<file path="src/rtl/demm_tile_scheduler_if.sv">
// Signal bundle between demm_tile_scheduler, its host control registers and
// the kernel's control inputs.
interface demm_tile_scheduler_if #(
    parameter int unsigned DIM_W = 16
);
    logic             start;
    logic             abort;
    logic [DIM_W-1:0] M_total;
    logic [DIM_W-1:0] N_total;
    logic [DIM_W-1:0] K_total;
    logic [31:0]      base_A;
    logic [31:0]      base_B;
    logic [31:0]      base_Out;

    logic [DIM_W-1:0] M_num;
    logic [DIM_W-1:0] N_num;
    logic [DIM_W-1:0] K_num;
    logic [31:0]      addr_A;
    logic [31:0]      addr_B;
    logic [31:0]      addr_Out;
    logic [DIM_W-1:0] ld_A;
    logic [DIM_W-1:0] ld_B;
    logic [DIM_W-1:0] ld_Out;
    logic             accumulate;
    logic             calc_begin;
    logic             calc_end;

    logic             busy;
    logic             done;
    logic             aborted;
    logic [31:0]      tile_cnt;

    // Scheduler side
    modport master (
        input  start, abort, M_total, N_total, K_total, base_A, base_B, base_Out,
        input  calc_end,
        output M_num, N_num, K_num, addr_A, addr_B, addr_Out, ld_A, ld_B, ld_Out,
        output accumulate, calc_begin, busy, done, aborted, tile_cnt
    );

    // Host plus kernel side
    modport slave (
        output start, abort, M_total, N_total, K_total, base_A, base_B, base_Out,
        output calc_end,
        input  M_num, N_num, K_num, addr_A, addr_B, addr_Out, ld_A, ld_B, ld_Out,
        input  accumulate, calc_begin, busy, done, aborted, tile_cnt
    );
endinterface

</file>
<file path="src/rtl/demm_tile_scheduler.sv">
// Walks a GEMM larger than one kernel tile in TILE_M x TILE_N x TILE_K steps,
// driving the kernel's per-tile sizes, byte addresses and leading dimensions.
module demm_tile_scheduler #(
    parameter int unsigned TILE_M     = 512,
    parameter int unsigned TILE_N     = 32,
    parameter int unsigned TILE_K     = 32,
    parameter int unsigned ELEM_BYTES = 4,
    parameter int unsigned DIM_W      = 16
) (
    input logic                   clk,
    input logic                   rstn,
    demm_tile_scheduler_if.master bus
);

    localparam int unsigned AW = 32;

    localparam logic [2:0] S_IDLE  = 3'd0;
    localparam logic [2:0] S_ISSUE = 3'd1;
    localparam logic [2:0] S_WAIT  = 3'd2;
    localparam logic [2:0] S_NEXT  = 3'd3;
    localparam logic [2:0] S_FIN   = 3'd4;

    localparam logic [DIM_W-1:0] TM = DIM_W'(TILE_M);
    localparam logic [DIM_W-1:0] TN = DIM_W'(TILE_N);
    localparam logic [DIM_W-1:0] TK = DIM_W'(TILE_K);
    localparam logic [AW-1:0] M_STEP_B = AW'(TILE_M * ELEM_BYTES);
    localparam logic [AW-1:0] N_STEP_B = AW'(TILE_N * ELEM_BYTES);
    localparam logic [AW-1:0] K_STEP_B = AW'(TILE_K * ELEM_BYTES);

    logic [2:0]       state, state_nxt;
    logic [DIM_W-1:0] m_rem, m_rem_nxt, n_rem, n_rem_nxt, k_rem, k_rem_nxt;
    logic [DIM_W-1:0] n_tot, n_tot_nxt, k_tot, k_tot_nxt;
    logic [AW-1:0]    base_b, base_b_nxt;
    logic [AW-1:0]    a_row, a_row_nxt, b_row, b_row_nxt, o_row, o_row_nxt;
    logic [AW-1:0]    k_byte, k_byte_nxt, n_byte, n_byte_nxt;
    logic [AW-1:0]    step_a, step_a_nxt, step_b, step_b_nxt, step_o, step_o_nxt;
    logic             ki_nz, ki_nz_nxt;
    logic             abort_flag, abort_flag_nxt;
    logic             empty, empty_nxt;

    logic [DIM_W-1:0] m_num, m_num_nxt, n_num, n_num_nxt, k_num, k_num_nxt;
    logic [AW-1:0]    addr_a, addr_a_nxt, addr_b, addr_b_nxt, addr_out, addr_out_nxt;
    logic [DIM_W-1:0] ld_a, ld_a_nxt, ld_b, ld_b_nxt, ld_out, ld_out_nxt;
    logic             accumulate, accumulate_nxt;
    logic             calc_begin, calc_begin_nxt;
    logic             busy, busy_nxt, done, done_nxt, aborted, aborted_nxt;
    logic [31:0]      tile_cnt, tile_cnt_nxt;

    logic m_last, n_last, k_last, last_tile, zero_dim;

    function automatic logic [DIM_W-1:0] clip(input logic [DIM_W-1:0] rem,
                                              input logic [DIM_W-1:0] tile);
        return (rem < tile) ? rem : tile;
    endfunction

    // Remaining extent fits in one tile => this index is at its last value
    assign m_last    = (m_rem <= TM);
    assign n_last    = (n_rem <= TN);
    assign k_last    = (k_rem <= TK);
    assign last_tile = m_last && n_last && k_last;
    assign zero_dim  = (bus.M_total == '0) || (bus.N_total == '0) || (bus.K_total == '0);

    always_comb begin
        state_nxt      = state;
        m_rem_nxt      = m_rem;
        n_rem_nxt      = n_rem;
        k_rem_nxt      = k_rem;
        n_tot_nxt      = n_tot;
        k_tot_nxt      = k_tot;
        base_b_nxt     = base_b;
        a_row_nxt      = a_row;
        b_row_nxt      = b_row;
        o_row_nxt      = o_row;
        k_byte_nxt     = k_byte;
        n_byte_nxt     = n_byte;
        step_a_nxt     = step_a;
        step_b_nxt     = step_b;
        step_o_nxt     = step_o;
        ki_nz_nxt      = ki_nz;
        abort_flag_nxt = abort_flag;
        empty_nxt      = empty;
        m_num_nxt      = m_num;
        n_num_nxt      = n_num;
        k_num_nxt      = k_num;
        addr_a_nxt     = addr_a;
        addr_b_nxt     = addr_b;
        addr_out_nxt   = addr_out;
        ld_a_nxt       = ld_a;
        ld_b_nxt       = ld_b;
        ld_out_nxt     = ld_out;
        accumulate_nxt = accumulate;
        calc_begin_nxt = 1'b0;
        busy_nxt       = 1'b0;
        done_nxt       = 1'b0;
        aborted_nxt    = aborted;
        tile_cnt_nxt   = tile_cnt;

        case (state)
            S_IDLE: begin
                if (bus.start) begin
                    m_rem_nxt      = bus.M_total;
                    n_rem_nxt      = bus.N_total;
                    k_rem_nxt      = bus.K_total;
                    n_tot_nxt      = bus.N_total;
                    k_tot_nxt      = bus.K_total;
                    base_b_nxt     = bus.base_B;
                    a_row_nxt      = bus.base_A;
                    b_row_nxt      = bus.base_B;
                    o_row_nxt      = bus.base_Out;
                    k_byte_nxt     = '0;
                    n_byte_nxt     = '0;
                    // Row strides in bytes: the only multiplies in the block
                    step_a_nxt     = M_STEP_B * AW'(bus.K_total);
                    step_b_nxt     = K_STEP_B * AW'(bus.N_total);
                    step_o_nxt     = M_STEP_B * AW'(bus.N_total);
                    ki_nz_nxt      = 1'b0;
                    abort_flag_nxt = 1'b0;
                    aborted_nxt    = 1'b0;
                    tile_cnt_nxt   = '0;
                    empty_nxt      = zero_dim;
                    // An empty problem passes through NEXT so done keeps the usual two-cycle offset
                    state_nxt      = zero_dim ? S_NEXT : S_ISSUE;
                end
            end
            S_ISSUE: state_nxt = S_WAIT;
            S_WAIT: begin
                if (bus.calc_end) begin
                    tile_cnt_nxt = tile_cnt + 32'd1;
                    state_nxt    = S_NEXT;
                end
            end
            S_NEXT: begin
                if (empty || abort_flag || bus.abort || last_tile) begin
                    state_nxt = S_FIN;
                end else begin
                    state_nxt = S_ISSUE;
                    // Loop order mi (outer), ni, ki (inner)
                    if (!k_last) begin
                        k_rem_nxt  = k_rem - TK;
                        k_byte_nxt = k_byte + K_STEP_B;
                        b_row_nxt  = b_row + step_b;
                        ki_nz_nxt  = 1'b1;
                    end else begin
                        k_rem_nxt  = k_tot;
                        k_byte_nxt = '0;
                        b_row_nxt  = base_b;
                        ki_nz_nxt  = 1'b0;
                        if (!n_last) begin
                            n_rem_nxt  = n_rem - TN;
                            n_byte_nxt = n_byte + N_STEP_B;
                        end else begin
                            n_rem_nxt  = n_tot;
                            n_byte_nxt = '0;
                            m_rem_nxt  = m_rem - TM;
                            a_row_nxt  = a_row + step_a;
                            o_row_nxt  = o_row + step_o;
                        end
                    end
                end
            end
            S_FIN:   state_nxt = S_IDLE;
            default: state_nxt = S_IDLE;
        endcase

        if ((state == S_ISSUE || state == S_WAIT || state == S_NEXT) && bus.abort)
            abort_flag_nxt = 1'b1;

        // Tile outputs are reloaded only on entry to ISSUE
        if (state_nxt == S_ISSUE) begin
            m_num_nxt      = clip(m_rem_nxt, TM);
            n_num_nxt      = clip(n_rem_nxt, TN);
            k_num_nxt      = clip(k_rem_nxt, TK);
            addr_a_nxt     = a_row_nxt + k_byte_nxt;
            addr_b_nxt     = b_row_nxt + n_byte_nxt;
            addr_out_nxt   = o_row_nxt + n_byte_nxt;
            ld_a_nxt       = k_tot_nxt;
            ld_b_nxt       = n_tot_nxt;
            ld_out_nxt     = n_tot_nxt;
            accumulate_nxt = ki_nz_nxt;
        end

        calc_begin_nxt = (state_nxt == S_ISSUE);
        busy_nxt       = (state_nxt == S_ISSUE) || (state_nxt == S_WAIT) || (state_nxt == S_NEXT);
        done_nxt       = (state_nxt == S_FIN);
        if (state_nxt == S_FIN)
            aborted_nxt = abort_flag_nxt;
    end

    always_ff @(posedge clk) begin
        if (!rstn) begin
            state      <= S_IDLE;
            m_rem      <= '0;
            n_rem      <= '0;
            k_rem      <= '0;
            n_tot      <= '0;
            k_tot      <= '0;
            base_b     <= '0;
            a_row      <= '0;
            b_row      <= '0;
            o_row      <= '0;
            k_byte     <= '0;
            n_byte     <= '0;
            step_a     <= '0;
            step_b     <= '0;
            step_o     <= '0;
            ki_nz      <= 1'b0;
            abort_flag <= 1'b0;
            empty      <= 1'b0;
            m_num      <= '0;
            n_num      <= '0;
            k_num      <= '0;
            addr_a     <= '0;
            addr_b     <= '0;
            addr_out   <= '0;
            ld_a       <= '0;
            ld_b       <= '0;
            ld_out     <= '0;
            accumulate <= 1'b0;
            calc_begin <= 1'b0;
            busy       <= 1'b0;
            done       <= 1'b0;
            aborted    <= 1'b0;
            tile_cnt   <= '0;
        end else begin
            state      <= state_nxt;
            m_rem      <= m_rem_nxt;
            n_rem      <= n_rem_nxt;
            k_rem      <= k_rem_nxt;
            n_tot      <= n_tot_nxt;
            k_tot      <= k_tot_nxt;
            base_b     <= base_b_nxt;
            a_row      <= a_row_nxt;
            b_row      <= b_row_nxt;
            o_row      <= o_row_nxt;
            k_byte     <= k_byte_nxt;
            n_byte     <= n_byte_nxt;
            step_a     <= step_a_nxt;
            step_b     <= step_b_nxt;
            step_o     <= step_o_nxt;
            ki_nz      <= ki_nz_nxt;
            abort_flag <= abort_flag_nxt;
            empty      <= empty_nxt;
            m_num      <= m_num_nxt;
            n_num      <= n_num_nxt;
            k_num      <= k_num_nxt;
            addr_a     <= addr_a_nxt;
            addr_b     <= addr_b_nxt;
            addr_out   <= addr_out_nxt;
            ld_a       <= ld_a_nxt;
            ld_b       <= ld_b_nxt;
            ld_out     <= ld_out_nxt;
            accumulate <= accumulate_nxt;
            calc_begin <= calc_begin_nxt;
            busy       <= busy_nxt;
            done       <= done_nxt;
            aborted    <= aborted_nxt;
            tile_cnt   <= tile_cnt_nxt;
        end
    end

    assign bus.M_num      = m_num;
    assign bus.N_num      = n_num;
    assign bus.K_num      = k_num;
    assign bus.addr_A     = addr_a;
    assign bus.addr_B     = addr_b;
    assign bus.addr_Out   = addr_out;
    assign bus.ld_A       = ld_a;
    assign bus.ld_B       = ld_b;
    assign bus.ld_Out     = ld_out;
    assign bus.accumulate = accumulate;
    assign bus.calc_begin = calc_begin;
    assign bus.busy       = busy;
    assign bus.done       = done;
    assign bus.aborted    = aborted;
    assign bus.tile_cnt   = tile_cnt;

endmodule

</file>
<file path="src/flat_wrapper.sv">
// flat-port wrapper written by rule: the top's interface ports become plain ports
module demm_tile_scheduler_flat 
#(
    parameter int unsigned TILE_M     = 512,
    parameter int unsigned TILE_N     = 32,
    parameter int unsigned TILE_K     = 32,
    parameter int unsigned ELEM_BYTES = 4,
    parameter int unsigned DIM_W      = 16
)
  (clk, rstn, bus_start, bus_abort, bus_M_total, bus_N_total, bus_K_total, bus_base_A, bus_base_B, bus_base_Out, bus_calc_end, bus_M_num, bus_N_num, bus_K_num, bus_addr_A, bus_addr_B, bus_addr_Out, bus_ld_A, bus_ld_B, bus_ld_Out, bus_accumulate, bus_calc_begin, bus_busy, bus_done, bus_aborted, bus_tile_cnt);
  demm_tile_scheduler_if #(.DIM_W(DIM_W)) bus_i ();
  input logic clk;
  input logic rstn;
  input wire logic [$bits(bus_i.start)-1:0] bus_start;
  input wire logic [$bits(bus_i.abort)-1:0] bus_abort;
  input wire logic [$bits(bus_i.M_total)-1:0] bus_M_total;
  input wire logic [$bits(bus_i.N_total)-1:0] bus_N_total;
  input wire logic [$bits(bus_i.K_total)-1:0] bus_K_total;
  input wire logic [$bits(bus_i.base_A)-1:0] bus_base_A;
  input wire logic [$bits(bus_i.base_B)-1:0] bus_base_B;
  input wire logic [$bits(bus_i.base_Out)-1:0] bus_base_Out;
  input wire logic [$bits(bus_i.calc_end)-1:0] bus_calc_end;
  output wire logic [$bits(bus_i.M_num)-1:0] bus_M_num;
  output wire logic [$bits(bus_i.N_num)-1:0] bus_N_num;
  output wire logic [$bits(bus_i.K_num)-1:0] bus_K_num;
  output wire logic [$bits(bus_i.addr_A)-1:0] bus_addr_A;
  output wire logic [$bits(bus_i.addr_B)-1:0] bus_addr_B;
  output wire logic [$bits(bus_i.addr_Out)-1:0] bus_addr_Out;
  output wire logic [$bits(bus_i.ld_A)-1:0] bus_ld_A;
  output wire logic [$bits(bus_i.ld_B)-1:0] bus_ld_B;
  output wire logic [$bits(bus_i.ld_Out)-1:0] bus_ld_Out;
  output wire logic [$bits(bus_i.accumulate)-1:0] bus_accumulate;
  output wire logic [$bits(bus_i.calc_begin)-1:0] bus_calc_begin;
  output wire logic [$bits(bus_i.busy)-1:0] bus_busy;
  output wire logic [$bits(bus_i.done)-1:0] bus_done;
  output wire logic [$bits(bus_i.aborted)-1:0] bus_aborted;
  output wire logic [$bits(bus_i.tile_cnt)-1:0] bus_tile_cnt;
  assign bus_i.start = bus_start;
  assign bus_i.abort = bus_abort;
  assign bus_i.M_total = bus_M_total;
  assign bus_i.N_total = bus_N_total;
  assign bus_i.K_total = bus_K_total;
  assign bus_i.base_A = bus_base_A;
  assign bus_i.base_B = bus_base_B;
  assign bus_i.base_Out = bus_base_Out;
  assign bus_i.calc_end = bus_calc_end;
  assign bus_M_num = bus_i.M_num;
  assign bus_N_num = bus_i.N_num;
  assign bus_K_num = bus_i.K_num;
  assign bus_addr_A = bus_i.addr_A;
  assign bus_addr_B = bus_i.addr_B;
  assign bus_addr_Out = bus_i.addr_Out;
  assign bus_ld_A = bus_i.ld_A;
  assign bus_ld_B = bus_i.ld_B;
  assign bus_ld_Out = bus_i.ld_Out;
  assign bus_accumulate = bus_i.accumulate;
  assign bus_calc_begin = bus_i.calc_begin;
  assign bus_busy = bus_i.busy;
  assign bus_done = bus_i.done;
  assign bus_aborted = bus_i.aborted;
  assign bus_tile_cnt = bus_i.tile_cnt;
  demm_tile_scheduler #(.TILE_M(TILE_M), .TILE_N(TILE_N), .TILE_K(TILE_K), .ELEM_BYTES(ELEM_BYTES), .DIM_W(DIM_W)) u_core (.clk(clk), .rstn(rstn), .bus(bus_i));
endmodule
</file>
<file path="config.mk">
export PLATFORM = sky130hd
export DESIGN_NAME = demm_tile_scheduler_flat
export DESIGN_NICKNAME = d
export VERILOG_FILES = /design/src/rtl/demm_tile_scheduler_if.sv /design/src/rtl/demm_tile_scheduler.sv /design/src/flat_wrapper.sv
export SDC_FILE = /design/constraint.sdc
export NUM_CORES = 2
export LEC_CHECK = 0
export CAP_MARGIN = 40
export CORE_ASPECT_RATIO = 1.5
export CORE_UTILIZATION = 51
export DETAILED_ROUTE_END_ITERATION = 10
export PLACE_DENSITY_LB_ADDON = 0.25
export RECOVER_POWER = 100
export SYNTH_ARGS = -nofsm -noshare
export SYNTH_HDL_FRONTEND = slang
export SYNTH_SLANG_ARGS = --single-unit
</file>
<file path="constraint.sdc">
create_clock -name clk -period 7 [get_ports clk]
set_input_delay 2.1 -clock clk [delete_from_list [all_inputs] [get_ports clk]]
set_output_delay 2.1 -clock clk [all_outputs]
set_load 0.01 [all_outputs]
</file>
# == Yosys cells after proc, flatten, opt, wreduce, memory -nomap -nowiden ==
# Cells that the tools add are included.
# word_totals
word_cells,142
reg_bits,523
output_inout_bits,229
inputBits,149
# op_classes
reduce_logical,22
muxes,62
eq_ne,9
magnitude_cmp,6
n_addsub,12
# op_table
operator,n
$mux 32,20
$pmux 32 s2,6
$mux 16,18
$add 32x32->32,3
$pmux 16 s2,3
$add 32x27->32,2
$add 32x8->32 const B,2
$logic_not 16->1,3
$add 32x1->32 const B,1
$add 32x23->32,1
$le 16x6->1 const B,2
$lt 16x6->1 const B,2
$sub 16x6->16 const B,2
$le 16x10->1 const B,1
$lt 16x10->1 const B,1
$sub 16x10->16 const B,1
$eq 3x2->1 const B,4
$pmux 3 s4,1
$logic_or 1x1->1,9
$mux 1,9
$mux 3,3
$eq 3x1->1 const B,2
$reduce_bool 2->1,3
$ne 2x2->1 const B,2
other kinds (7),10

# == Depth between registers and ports, before layout ==
# logic_depth
word_depth,9
mapped_depth,24
mapped_depth_nobuf,24

# == Worst setup path before layout ==
# No wires, ideal clock.
# synth_path
path_type,input port to flip-flop
from,in bus_start
to,reg u_core.addr_a[31] (netlist: u_core.bus.addr_A[31])
setup_time_ps,122
slack_ps,-107
stages,22
arrival_time_ps,6985
cell_sequence,clkbuf_1 > nor3b_1 > o21ai_1 > nor2_1 > clkbuf_1 > clkbuf_1 > buf_2 > buf_2 > buf_1 > nand2_1 > nand2_1 > ha_1 > a211oi_1 > o21ai_0 > nand3_1 > a2111oi_0 > nor4_1 > o31ai_1 > a221oi_1 > a2111oi_2 > mux2i_1 > nand3_1
# synth_via
elab_chain_len,3
word_cells_on_any_way,8
# synth_rtl
element,line,rtl
start: declaration,flat_wrapper.sv:14,input wire logic [$bits(bus_i.start)-1:0] bus_start;
$mux 32,demm_tile_scheduler.sv:100,if (bus.start) begin
$pmux 32 s2,demm_tile_scheduler.sv:98,case (state)
net u_core.a_row_nxt[0],demm_tile_scheduler.sv:34,"logic [AW-1:0] a_row, a_row_nxt, b_row, b_row_nxt, o_row, o_row_nxt;"
$add 32x32->32,demm_tile_scheduler.sv:173,addr_a_nxt = a_row_nxt + k_byte_nxt;
end signal: assignment,demm_tile_scheduler.sv:246,addr_a <= addr_a_nxt;
end: declaration,demm_tile_scheduler.sv:42,"logic [AW-1:0] addr_a, addr_a_nxt, addr_b, addr_b_nxt, addr_out, addr_out_nxt;"
# The timed path passes the listed nets, and every way through them passes these cells.
# A chain may end at the register's enable or synchronous reset.

# == Final worst setup path ==
# layout_path
from,in bus_start
to,reg u_core.addr_a[31] (netlist: u_core.bus.addr_A[31])
# layout_via
elab_chain_len,3
word_cells_on_any_way,8
# layout_rtl
element,line,rtl
$mux 32,demm_tile_scheduler.sv:100,
$pmux 32 s2,demm_tile_scheduler.sv:98,
net u_core.k_byte_nxt[8],demm_tile_scheduler.sv:35,"logic [AW-1:0] k_byte, k_byte_nxt, n_byte, n_byte_nxt;"
$add 32x32->32,demm_tile_scheduler.sv:173,
# The timed path passes the listed nets, and every way through them passes these cells.

==> impl_metrics.toml <==
[critical_path]
worstPathArrival_ns = 7.23
crit_buf_inv = 5
cp-end-kind = "flip-flop"
critPathLaunchType = "primary input"
cpMaxStageDelayCell = "a2111oi_1"
critPathMaxStageDelay_ns = 0.60
crit_type = "primary input to flip-flop"
required_ns = 7.48
crit_family = "compound AO/OA/AOI/OAI gates"
cp_cell_sequence = "clkdlybuf4s50_1 > nor3b_2 > o21ai_2 > nor2_4 > clkbuf_1 > nor2_1 > buf_4 > buf_4 > a22o_1 > ha_1 > nand2_1 > nor2_1 > nand3_1 > a2111oi_0 > buf_4 > nor4_1 > o31ai_2 > a221oi_1 > a2111oi_1 > mux2i_1 > nand3_1"
crit_top_cell = "buf_4"
crit_path_max_fanout = 14

[routing]
highest_layer = "met4"
ant_nets = 0
drc = 0
m1WireLength_mm = 38.3
met3_length_mm = 7.09
vias = 27900
drt_wl_total_mm = 94.9
drt_iter0_markers = 2098
firstDrtPassIters = 5
dr_wl_met2_mm = 44.7
vias_per_cell = 6.01
post_drt_wl_per_cell_um = 20.5

[logic_synthesis]
yosys.area_share.adder_pct = 6.97
synth-xor-area-share_pct = 4.55
synth_cell_types = 90
synth.most_common_cell = "nand2_1"
synth_compound_area_share_pct = 23.7
syn_area_um2 = 28100
synthTopCellsByCount = "nand2_1, dfxtp_1, a21oi_1"
synth_seq_area_share_pct = 37.2
synth_top_family_by_area = "compound AO/OA/AOI/OAI gates"
ys.flop_type = "dfxtp_1"
netlist_instances = 3532
synth_top_area_share_pct = 37.2
yosys.area_share.simple_pct = 23.0
synth_nets = 3834
synth_edf_count = 0
ys_ff_latch = 522
synth_top_cell_by_area = "dfxtp_1"
yosysWarnings = 0
ys_top_cells_by_area = "dfxtp_1, nand2_1, ha_1, a21oi_1, nor2_1"
avgSynthCellArea_um2 = 7.96
synthMuxAreaShare_pct = 0.476
async_reset_ff_share_pct = 0

[sta]
setup_viol = 0
fin_crit_ns = 6.75
worst_pin_slew_ns = 2.37
fin_ws_ns = 0.249
rsz0062_at_grt = "no"
finalMaxSlewViolations = 261
maxSlewHeadroom_pct = -57.9
hold_viol_final = 0
skew_ns = 0.0181
setup_tns_ns = 0
fmax_mhz = 148
fin_crit_sh_pct = 96.4

[cts]
cts_tree = "done"
clk_pin_slew_worst_paths_ns = 0.06
cts_buffers = 50
clk_latency_ns = 0.61
h-tree-depth = 2
clockBufferDepth = 3
numClockSinks = 522
clockRootBuffer = "clkbuf_16"
post-cts-setup-buffers = 0
holdBufCountCts = 0
cts_resized = 0

[job]
cap_violations = 3

[grt]
grt_usage_pct = 32.9
grt_start_max_net_pins = 136
antenna_found_initial = 1
first_global_vias = 26300
grt_pass1_wl_mm = 146
overflow = 0

[finish]
drive_gt1_share_pct = 6.40
design_area_um2 = 34600
diodes = 0
nFillCells = 4816
area_delta_synth_final_pct = 23.3
finalNetCount = 4202

[power_and_ir_drop]
p_leak_nw = 15.2
finalPower_mw = 8.45
vdd_ir_drop_max_mv = 0.207
power_density_nw_per_um2 = 244

[floorplan]
die_x_um = 194
die-height_um = 290
coreArea_um2 = 54500
ioPinCount = 378
rows = 105
dieArea_um2 = 56100
start_util_pct = 51.5

[place]
detailedPlace.worstSlack_ns = -0.352
hpwl_mm = 71.1
port_buffers = 377
place.gp.congestion = 0.986
dpl_cell_area_um2 = 33100

[min_path]
hp-class = "flip-flop to flip-flop"

[run_status]
violations = "capacitance limit, slew limit"
status = "finished with violations"
per-layer routing:
| metal | global-route usage (%) | vias up |
|---|---|---|
| met1 | 40.0 | 13100 |
| met2 | 57.2 | 1141 |
| met5 | 0 | - |
| met3 | 4.97 | 239 |
| met4 | 16.0 | 0 |
| li1 | - | 13400 |
power breakdown:
part,switching (mW),internal (mW)
Combinational,1.37,0.852
Sequential,0.179,3.21
Clock,1.22,1.61
Total,2.78,5.67
state kept, by name, indices dropped and copies added, names as in the netlist, 3 cells and up:
signal,cells
u_core.bus.ld_A,16
u_core.n_byte,32
u_core.o_row,32
u_core.bus.N_num,16
u_core.bus.addr_Out,32
u_core.bus.addr_A,32
u_core.step_b,16
u_core.k_byte,32
u_core.n_tot,16
u_core.a_row,32
u_core.bus.addr_B,32
u_core.bus.K_num,16
u_core.m_rem,16
u_core.bus.M_num,16
u_core.bus.tile_cnt,32
u_core.step_a,16
u_core.base_b,32
u_core.n_rem,16
u_core.k_tot,16
u_core.state,3
u_core.k_rem,16
u_core.b_row,32
u_core.bus.ld_B,16
placed cells by master (no fill, tap or decap), types with 28 or more instances in the layout:
master | synthesis | routed
and2_0 | 0 | 41
dfxtp_1 | 522 | 522
clkbuf_16 | 0 | 53
a21o_1 | 73 | 73
a211oi_1 | 68 | 68
ha_1 | 147 | 147
clkdlybuf4s50_1 | 0 | 147
and2_1 | 145 | 104
xor2_1 | 57 | 57
dlygate4sd3_1 | 0 | 229
nor2_1 | 297 | 295
buf_4 | 16 | 113
a221o_1 | 29 | 29
nand4_1 | 44 | 44
nor3_1 | 52 | 52
a21oi_1 | 354 | 354
nor4_1 | 34 | 34
nand3_1 | 85 | 85
inv_1 | 82 | 82
and3_1 | 83 | 83
a21boi_0 | 36 | 36
xnor2_1 | 89 | 89
o211ai_1 | 28 | 28
nand2_1 | 544 | 543
a31oi_1 | 34 | 35
o21ai_0 | 187 | 189
cell families (layout without fill, tap and decap cells):
family | after synthesis | in the layout
adders and majority gates | 153 | 153
buffers and inverters | 286 | 694
xor gates and xnor gates | 146 | 146
DFF | 522 | 522
muxes | 13 | 13
AOI/OAI and AO/OA | 1033 | 1033
and+or+nand+nor | 1379 | 1379
final cells by class:
type	instances	area [um2]	area share, %
timing repair buffer	519	4790	13.8
inverter	83	315	0.910
multi-input combinational	2724	16500	47.7
clock inverter	21	194	0.560
sequential	522	10500	30.2
tap	695	870	2.51
clock buffer	71	1500	4.34
metrics by stage:
step | util, % | hold slack [ns] | cells
after global placement | 60.7 | 0.435 | 4542
after detailed placement | 60.7 | 0.443 | 4543
after CTS | 63.8 | 0.452 | 4635
after floorplan | - | 0.432 | 3532
after global routing | 63.5 | 0.467 | 4635
final | 63.5 | 0.445 | 4635
worst paths after layout:
kind | end | slack (ns) | startpoint | depth (start not counted)
worst min register to register | u_core.bus.addr_B[13] | 0.45 | u_core.bus.addr_B[13] | 2
worst min-delay path | u_core.bus.addr_B[13] | 0.45 | u_core.bus.addr_B[13] | 2
worst max register to register | u_core.bus.addr_B[30] | 1.01 | u_core.m_rem[5] | 19
worst max-delay path | u_core.bus.addr_A[31] | 0.25 | bus_start | 21
worst min-delay path, cell delays in order (launching register included):
cell     delay [ns]
dfxtp_1        0.30
nand2_1        0.05
a21oi_1        0.05
(Power assumes the default switching activity.)
